`src/rtl/tls_pkg.sv`:
```
// Shared definitions for the intersection controller: phase codes, default
// counter width and the per-road lamp decode.
package tls_pkg;

    localparam int CW_DEF = 4;

    // Phase codes, also exported on the phase status output.
    typedef enum logic [2:0] {
        IDLE = 3'd0,
        NS_G = 3'd1,
        NS_Y = 3'd2,
        AR1  = 3'd3,
        EW_G = 3'd4,
        EW_Y = 3'd5,
        AR2  = 3'd6,
        EMRG = 3'd7
    } state_t;

    // One road's lamp head.
    typedef struct packed {
        logic g;
        logic y;
        logic r;
    } lamp_t;

    localparam lamp_t LAMP_GREEN  = '{g: 1'b1, y: 1'b0, r: 1'b0};
    localparam lamp_t LAMP_YELLOW = '{g: 1'b0, y: 1'b1, r: 1'b0};
    localparam lamp_t LAMP_RED    = '{g: 1'b0, y: 1'b0, r: 1'b1};

    // A road is red everywhere except its own green and yellow phases, so the
    // two roads can never be non-red together.
    function automatic lamp_t ns_lamp_of(input state_t s);
        case (s)
            NS_G:    return LAMP_GREEN;
            NS_Y:    return LAMP_YELLOW;
            default: return LAMP_RED;
        endcase
    endfunction

    function automatic lamp_t ew_lamp_of(input state_t s);
        case (s)
            EW_G:    return LAMP_GREEN;
            EW_Y:    return LAMP_YELLOW;
            default: return LAMP_RED;
        endcase
    endfunction

endpackage

```
`src/rtl/intersection_ctrl_if.sv`:
```
// Bundle of configuration, request and lamp/walk signals between the
// intersection controller (slave) and whatever drives and observes it (master).
interface intersection_ctrl_if
    import tls_pkg::*;
#(
    parameter int CW = CW_DEF
);
    logic          set;
    logic [CW-1:0] g_in;
    logic [CW-1:0] y_in;
    logic [CW-1:0] ar_in;
    logic          ped_req_ns;
    logic          ped_req_ew;
    logic          emerg;
    logic          ns_g;
    logic          ns_y;
    logic          ns_r;
    logic          ew_g;
    logic          ew_y;
    logic          ew_r;
    logic          walk_ns;
    logic          walk_ew;
    logic [2:0]    phase;

    modport master (
        output set, g_in, y_in, ar_in, ped_req_ns, ped_req_ew, emerg,
        input  ns_g, ns_y, ns_r, ew_g, ew_y, ew_r, walk_ns, walk_ew, phase
    );

    modport slave (
        input  set, g_in, y_in, ar_in, ped_req_ns, ped_req_ew, emerg,
        output ns_g, ns_y, ns_r, ew_g, ew_y, ew_r, walk_ns, walk_ew, phase
    );
endinterface

```
`src/rtl/intersection_ctrl_phase_timer.sv`:
```
// Phase timer shared by every phase: count starts at 1 on phase entry and
// increments once per cycle; done flags the last cycle of the phase.
module phase_timer #(
    parameter int CW = 4
) (
    input  logic          clk,
    input  logic          reset,
    input  logic          restart,
    input  logic          advance,
    input  logic [CW-1:0] dur,
    output logic [CW-1:0] count,
    output logic          done
);

    // Count register: restart wins over advance; held while not advancing.
    // NOTE: asynchronous reset sits in the sensitivity list so it acts without a clock edge.
    always_ff @(posedge clk or posedge reset) begin
        if (reset) begin
            count <= CW'(1);
        end else if (restart) begin
            count <= CW'(1);
        end else if (advance) begin
            count <= count + 1'b1;
        end
    end

    assign done = (count == dur);

endmodule

```
`src/rtl/intersection_ctrl.sv`:
```
// Two-road intersection sequencer: programmable green/yellow/all-red phases,
// pedestrian walk service with green truncation, and emergency all-red.
module intersection_ctrl
    import tls_pkg::*;
#(
    parameter int CW    = CW_DEF,
    parameter int MIN_G = 2
) (
    input  logic               clk,
    input  logic               reset,
    intersection_ctrl_if.slave bus
);

    state_t        state;
    state_t        state_next;
    logic [CW-1:0] g_dur;
    logic [CW-1:0] y_dur;
    logic [CW-1:0] ar_dur;
    logic [CW-1:0] dur_sel;
    logic [CW-1:0] count;
    logic          done;
    logic          restart;
    logic          advance;
    logic          at_min;
    logic          pend_ns;
    logic          pend_ew;
    logic          walk_ns_q;
    logic          walk_ew_q;
    logic          enter_ns_g;
    logic          enter_ew_g;
    lamp_t         ns_lamp;
    lamp_t         ew_lamp;

    // A programmed duration of zero behaves as a single cycle.
    function automatic logic [CW-1:0] min1(input logic [CW-1:0] d);
        return (d == '0) ? CW'(1) : d;
    endfunction

    assign at_min = (count >= CW'(MIN_G));

    // State register.
    // NOTE: sequential state uses non-blocking assignments so every flop samples pre-edge values.
    always_ff @(posedge clk or posedge reset) begin
        if (reset) begin
            state <= IDLE;
        end else begin
            state <= state_next;
        end
    end

    // Next-state logic: set beats emerg, emerg beats normal sequencing, IDLE only leaves on set.
    // NOTE: the default assignment first keeps this block free of inferred latches.
    always_comb begin
        state_next = state;
        if (bus.set) begin
            state_next = NS_G;
        end else if (bus.emerg && state != IDLE) begin
            state_next = EMRG;
        end else begin
            case (state)
                IDLE: state_next = IDLE;
                NS_G: if (done || (pend_ew && at_min)) state_next = NS_Y;
                NS_Y: if (done) state_next = AR1;
                AR1:  if (done) state_next = EW_G;
                EW_G: if (done || (pend_ns && at_min)) state_next = EW_Y;
                EW_Y: if (done) state_next = AR2;
                AR2:  if (done) state_next = NS_G;
                EMRG: state_next = AR1;
                default: state_next = IDLE;
            endcase
        end
    end

    // Duration for the phase currently running.
    always_comb begin
        dur_sel = g_dur;
        case (state)
            NS_G, EW_G: dur_sel = g_dur;
            NS_Y, EW_Y: dur_sel = y_dur;
            AR1, AR2:   dur_sel = ar_dur;
            default:    dur_sel = g_dur;
        endcase
    end

    // Any phase change or set starts the timer over; EMRG pins it at 1 until exit.
    assign restart = bus.set || (state_next != state) || (state == EMRG);
    assign advance = (state != IDLE);

    phase_timer #(.CW(CW)) u_timer (
        .clk     (clk),
        .reset   (reset),
        .restart (restart),
        .advance (advance),
        .dur     (dur_sel),
        .count   (count),
        .done    (done)
    );

    // Duration registers, latched on set with zero promoted to one.
    always_ff @(posedge clk or posedge reset) begin
        if (reset) begin
            g_dur  <= CW'(1);
            y_dur  <= CW'(1);
            ar_dur <= CW'(1);
        end else if (bus.set) begin
            g_dur  <= min1(bus.g_in);
            y_dur  <= min1(bus.y_in);
            ar_dur <= min1(bus.ar_in);
        end
    end

    // Green entry through normal sequencing (entry by set never carries a walk).
    assign enter_ns_g = (state_next == NS_G) && (state != NS_G);
    assign enter_ew_g = (state_next == EW_G) && (state != EW_G);

    // Pedestrian pending flags and walk flops: a pending request is consumed on
    // entry to its road's green and lights walk for that whole green.
    always_ff @(posedge clk or posedge reset) begin
        if (reset) begin
            pend_ns   <= 1'b0;
            pend_ew   <= 1'b0;
            walk_ns_q <= 1'b0;
            walk_ew_q <= 1'b0;
        end else if (bus.set) begin
            pend_ns   <= 1'b0;
            pend_ew   <= 1'b0;
            walk_ns_q <= 1'b0;
            walk_ew_q <= 1'b0;
        end else begin
            pend_ns   <= enter_ns_g ? bus.ped_req_ns : (pend_ns | bus.ped_req_ns);
            pend_ew   <= enter_ew_g ? bus.ped_req_ew : (pend_ew | bus.ped_req_ew);
            walk_ns_q <= (state_next == NS_G) ? (enter_ns_g ? pend_ns : walk_ns_q) : 1'b0;
            walk_ew_q <= (state_next == EW_G) ? (enter_ew_g ? pend_ew : walk_ew_q) : 1'b0;
        end
    end

    // Moore output decode from registered state only.
    assign ns_lamp     = ns_lamp_of(state);
    assign ew_lamp     = ew_lamp_of(state);
    assign bus.ns_g    = ns_lamp.g;
    assign bus.ns_y    = ns_lamp.y;
    assign bus.ns_r    = ns_lamp.r;
    assign bus.ew_g    = ew_lamp.g;
    assign bus.ew_y    = ew_lamp.y;
    assign bus.ew_r    = ew_lamp.r;
    assign bus.walk_ns = walk_ns_q;
    assign bus.walk_ew = walk_ew_q;
    assign bus.phase   = state;

endmodule

```
`src/flat_wrapper.sv`:
```
// flat-port wrapper written by rule: the top's interface ports become plain ports
module intersection_ctrl_flat import tls_pkg::*;
#(
    parameter int CW    = CW_DEF,
    parameter int MIN_G = 2
)
  (clk, reset, bus_set, bus_g_in, bus_y_in, bus_ar_in, bus_ped_req_ns, bus_ped_req_ew, bus_emerg, bus_ns_g, bus_ns_y, bus_ns_r, bus_ew_g, bus_ew_y, bus_ew_r, bus_walk_ns, bus_walk_ew, bus_phase);
  intersection_ctrl_if #(.CW(CW)) bus_i ();
  input  logic clk;
  input  logic reset;
  input wire logic [$bits(bus_i.set)-1:0] bus_set;
  input wire logic [$bits(bus_i.g_in)-1:0] bus_g_in;
  input wire logic [$bits(bus_i.y_in)-1:0] bus_y_in;
  input wire logic [$bits(bus_i.ar_in)-1:0] bus_ar_in;
  input wire logic [$bits(bus_i.ped_req_ns)-1:0] bus_ped_req_ns;
  input wire logic [$bits(bus_i.ped_req_ew)-1:0] bus_ped_req_ew;
  input wire logic [$bits(bus_i.emerg)-1:0] bus_emerg;
  output wire logic [$bits(bus_i.ns_g)-1:0] bus_ns_g;
  output wire logic [$bits(bus_i.ns_y)-1:0] bus_ns_y;
  output wire logic [$bits(bus_i.ns_r)-1:0] bus_ns_r;
  output wire logic [$bits(bus_i.ew_g)-1:0] bus_ew_g;
  output wire logic [$bits(bus_i.ew_y)-1:0] bus_ew_y;
  output wire logic [$bits(bus_i.ew_r)-1:0] bus_ew_r;
  output wire logic [$bits(bus_i.walk_ns)-1:0] bus_walk_ns;
  output wire logic [$bits(bus_i.walk_ew)-1:0] bus_walk_ew;
  output wire logic [$bits(bus_i.phase)-1:0] bus_phase;
  assign bus_i.set = bus_set;
  assign bus_i.g_in = bus_g_in;
  assign bus_i.y_in = bus_y_in;
  assign bus_i.ar_in = bus_ar_in;
  assign bus_i.ped_req_ns = bus_ped_req_ns;
  assign bus_i.ped_req_ew = bus_ped_req_ew;
  assign bus_i.emerg = bus_emerg;
  assign bus_ns_g = bus_i.ns_g;
  assign bus_ns_y = bus_i.ns_y;
  assign bus_ns_r = bus_i.ns_r;
  assign bus_ew_g = bus_i.ew_g;
  assign bus_ew_y = bus_i.ew_y;
  assign bus_ew_r = bus_i.ew_r;
  assign bus_walk_ns = bus_i.walk_ns;
  assign bus_walk_ew = bus_i.walk_ew;
  assign bus_phase = bus_i.phase;
  intersection_ctrl #(.CW(CW), .MIN_G(MIN_G)) u_core (.clk(clk), .reset(reset), .bus(bus_i));
endmodule
```
`config.mk`:
```
export PLATFORM = sky130hd
export DESIGN_NAME = intersection_ctrl_flat
export DESIGN_NICKNAME = d
export VERILOG_FILES = /design/src/rtl/tls_pkg.sv /design/src/rtl/intersection_ctrl_if.sv /design/src/rtl/intersection_ctrl_phase_timer.sv /design/src/rtl/intersection_ctrl.sv /design/src/flat_wrapper.sv
export SDC_FILE = /design/constraint.sdc
export NUM_CORES = 1
export LEC_CHECK = 0
export BUFFER_PORTS_ARGS = -buffer_cell sky130_fd_sc_hd__buf_2
export CAP_MARGIN = 0
export CORE_MARGIN = 4
export CORE_UTILIZATION = 59
export DETAILED_ROUTE_END_ITERATION = 12
export HOLD_SLACK_MARGIN = 0.03
export PLACE_DENSITY = 0.92
export SLEW_MARGIN = 20
export SYNTH_ARGS = -nofsm -noshare
export SYNTH_HDL_FRONTEND = slang
export SYNTH_SLANG_ARGS = --single-unit
```
`constraint.sdc`:
```
create_clock -name clk -period 4.4 [get_ports clk]
set_input_delay 0.88 -clock clk [delete_from_list [all_inputs] [get_ports clk]]
set_output_delay 0.88 -clock clk [all_outputs]
set_load 0.01 [all_outputs]
```
==> metrics.cfg <==
[power]
p_sw_uw = 423.1
clockPowerShare_pct = 10.8
internal_power_uw = 482.0
power.total_uw = 905.0
ir_drop_uv = 488.7
p_seq_share_pct = 36.6
total_leakage_power_uw = 0.0007741
p_per_area_nw_per_um2 = 518.5
p_comb_share_pct = 52.6
p_sw_share_pct = 46.75

[die]
design.core.area_um2 = 2545
die_y_um = 60.24
die-area_um2 = 3629
floorplan.rows = 18
io_pins = 29
die_w_um = 60.24
initial_utilization_pct = 63.27

[timing]
clock.fmax_mhz = 295.7
rsz0062_at_grt = no
tightest_slew_ps = 853.2
drv_slew = 0
setup_viol = 0
hold_violations = 0
min_period_ps = 3382
slew_headroom_pct = 43.06
timing.setup.tns_ps = 0
final.period_utilization_pct = 76.87
fin_skew_ps = 0.7604

[cells_and_area]
drive_gt1_share_pct = 25.62
nets = 224
syn_to_final_growth_pct = 8.391
fillers = 183
final-instance-count-excl-fill = 233
diodes = 0
design_area_um2 = 1745

[synthesis]
synth_top_flop_cell = dfrtp_1
synthTopCellsByArea = dfrtp_1 30%, dfstp_2 6.5%, mux2_2 6.3%, nor2_1 5.8%, a21oi_1 4.7%
synth_cell_types = 48
synth_commonest_cells = 25 x nor2_1, 19 x dfrtp_1, 15 x a21oi_1, 9 x clkbuf_1, 9 x mux2_2
synth_nets = 205
synth_edf_count = 0
synth_top_area_cell = dfrtp_1
synth_top_area_share_pct = 29.53
avgSynthCellArea_um2 = 8.704
ys_warn_count = 0
syn_area_um2 = 1610
synth_seq_cells = 23
synth_cells = 185
yosysMostFrequentCell = nor2_1
async_flop_share_pct = 100.0
synth_seq_area_share_pct = 36.05

[job]
cap_violations = 0

[clock_network]
cts_sinks = 23
cts_setup_buffers = 0
clk_latency_ps = 320
path_clk_slew_ps = 120
cts_max_level = 1
cts_tree = done
clk_path_buf_depth = 2
root_buffer = clkbuf_4
cts-resized-gates = 0
hold_buffers = 0
cts_buffers = 3

[placed_design]
gp_congestion = 0.9820
place_area_um2 = 1719
dp.final_hpwl_mm = 3.122
placed_cells = 229
port_buffers = 28

[drt]
wire_per_inst_um = 18.20
vias = 1554
drt_iter0_drc = 81
drt_pass1_iterations = 6
drc = 0
post_drt_via_cell_ratio = 6.670
ant_nets = 0
routed_wirelength_mm = 4.240

[worst_setup_path]
r2r_end = u_core.u_timer.count[3]$_DFFE_PP0P_
reg2reg_slack_ps = 1020
start_kind = flop
r2r-start = u_core.bus.phase[2]$_DFF_PP0_
cp_cell_sequence = nand2_2, mux2i_1, xor2_1, a21oi_1, o21a_1, or2_1, a311oi_4, inv_2, or3_1, a21oi_1
critPathKind = flop to flop
cpMostUsedCell = a21oi_1
worst-path-buf-inv = 1
crit_fanout = 24
slowest_delay_ps = 880
crit_start = u_core.bus.phase[2]$_DFF_PP0_
end_kind = flop
crit_family = simple AND/OR/NAND/NOR gates
cp_data_required_time_ps = 4650
ff2ff_path_depth = 10
crit_arrival_ps = 3630
crit_slowest_cell = dfrtp_1

[global_route]
grt_usage_pct = 25.63
grt_pass1_vias = 1542
grt_first_pass_wirelength_mm = 6.989
antenna_found_initial = 0
overflow = 0
grt_max_degree = 26

[worst_hold_path]
worstHoldPathType = flop to flop
worst_hold_path.num_cells = 2
min_to = u_core.y_dur[0]$_DFFE_PP1P_
min-delay-start = u_core.y_dur[0]$_DFFE_PP1P_

[outcome]
status = completed

## flip-flops by register name, summed over array words and instances, names as in the netlist
name	flops
u_core.ar_dur	4
u_core.bus.walk_ew	1
u_core.bus.phase	3
u_core.bus.walk_ns	1
u_core.y_dur	4
u_core.pend_ew	1
u_core.g_dur	4
u_core.pend_ns	1
u_core.u_timer.count	4
## logic make-up (layout without fill, tap and decap cells)
| logic type | after synthesis | in the layout | share of synthesized area [%] |
|---|---|---|---|
| simple gates | 72 | 72 | 22.69 |
| compound gates | 43 | 43 | 18.26 |
| flops | 23 | 23 | 36.05 |
| buf+inv | 20 | 38 | 5.905 |
| mux | 16 | 16 | 10.65 |
| xor+xnor | 9 | 9 | 4.895 |
| fa+ha+maj | 2 | 2 | 1.554 |
## worst max path at each step
stage / end / slack (ps) / cells after the start
CTS: u_core.u_timer.count[3]$_DFFE_PP0P_ / 1080 / 10
floorplan: u_core.u_timer.count[3]$_DFFE_PP0P_ / 1720 / 12
global route: u_core.u_timer.count[3]$_DFFE_PP0P_ / 800 / 10
detailed placement: u_core.u_timer.count[3]$_DFFE_PP0P_ / 1100 / 10
finish: u_core.u_timer.count[3]$_DFFE_PP0P_ / 1020 / 10
global placement: u_core.u_timer.count[3]$_DFFE_PP0P_ / 1350 / 10
## layout make-up
type / instances / area (um2) / area share [%]
inverters: 5 / 18.77 / 1.075
well taps: 30 / 37.54 / 2.151
clock buffers: 4 / 26.28 / 1.505
repair buffers: 29 / 147.6 / 8.459
flip-flops and latches: 23 / 580.6 / 33.26
multi-input cells: 142 / 934.6 / 53.55
## cell usage in the layout, fill, tap and decap left out, drive strengths merged, types with 6 or more instances in the layout
cell type  synthesis  routed
dfrtp             19      19
nor3               6       6
nor2              25      25
nand3              8       8
buf                6      29
nand2              9       9
o21ai              9       9
mux2i              7       7
a21oi             15      15
mux2               9       9
## routing by layer
metal	up-vias	part of all wire, %	GRT usage [%]
met1	733	38	30.93
li1	702	-	-
met3	19	9.0	4.320
met4	0	3.2	8.228
met5	-	0	0
met2	100	50	45.83
## metrics by stage
| stage | hold slack, ps | worst slack (ps) | utilization, % |
|---|---|---|---|
| 6_report | 518.4 | 1018 | 68.58 |
| 5_1_grt | 550.6 | 800.5 | 68.58 |
| 4_1_cts | 521.3 | 1077 | 68.58 |
| 3_5_place_dp | 503.6 | 1099 | 67.55 |
| 3_3_place_gp | 494.9 | 1350 | 67.55 |
| 2_1_floorplan | 473.9 | 1717 | - |
## tightest hold or removal path, stage by stage (launching register included)
cell     delay [ps]
dfstp_2         400
nor2_1           80
a21oi_1          40
## power groups by stage
stage | Sequential (uW) | Clock, uW | Combinational [uW]
finish | 332 | 97.4 | 476
global route | 337 | 102 | 526
CTS | 327 | 96.9 | 467
detailed placement | 332 | 0 | 462
global placement | 323 | 0 | 441
floorplan | 290 | 0 | 403
Power figures use the tool's default switching activity.
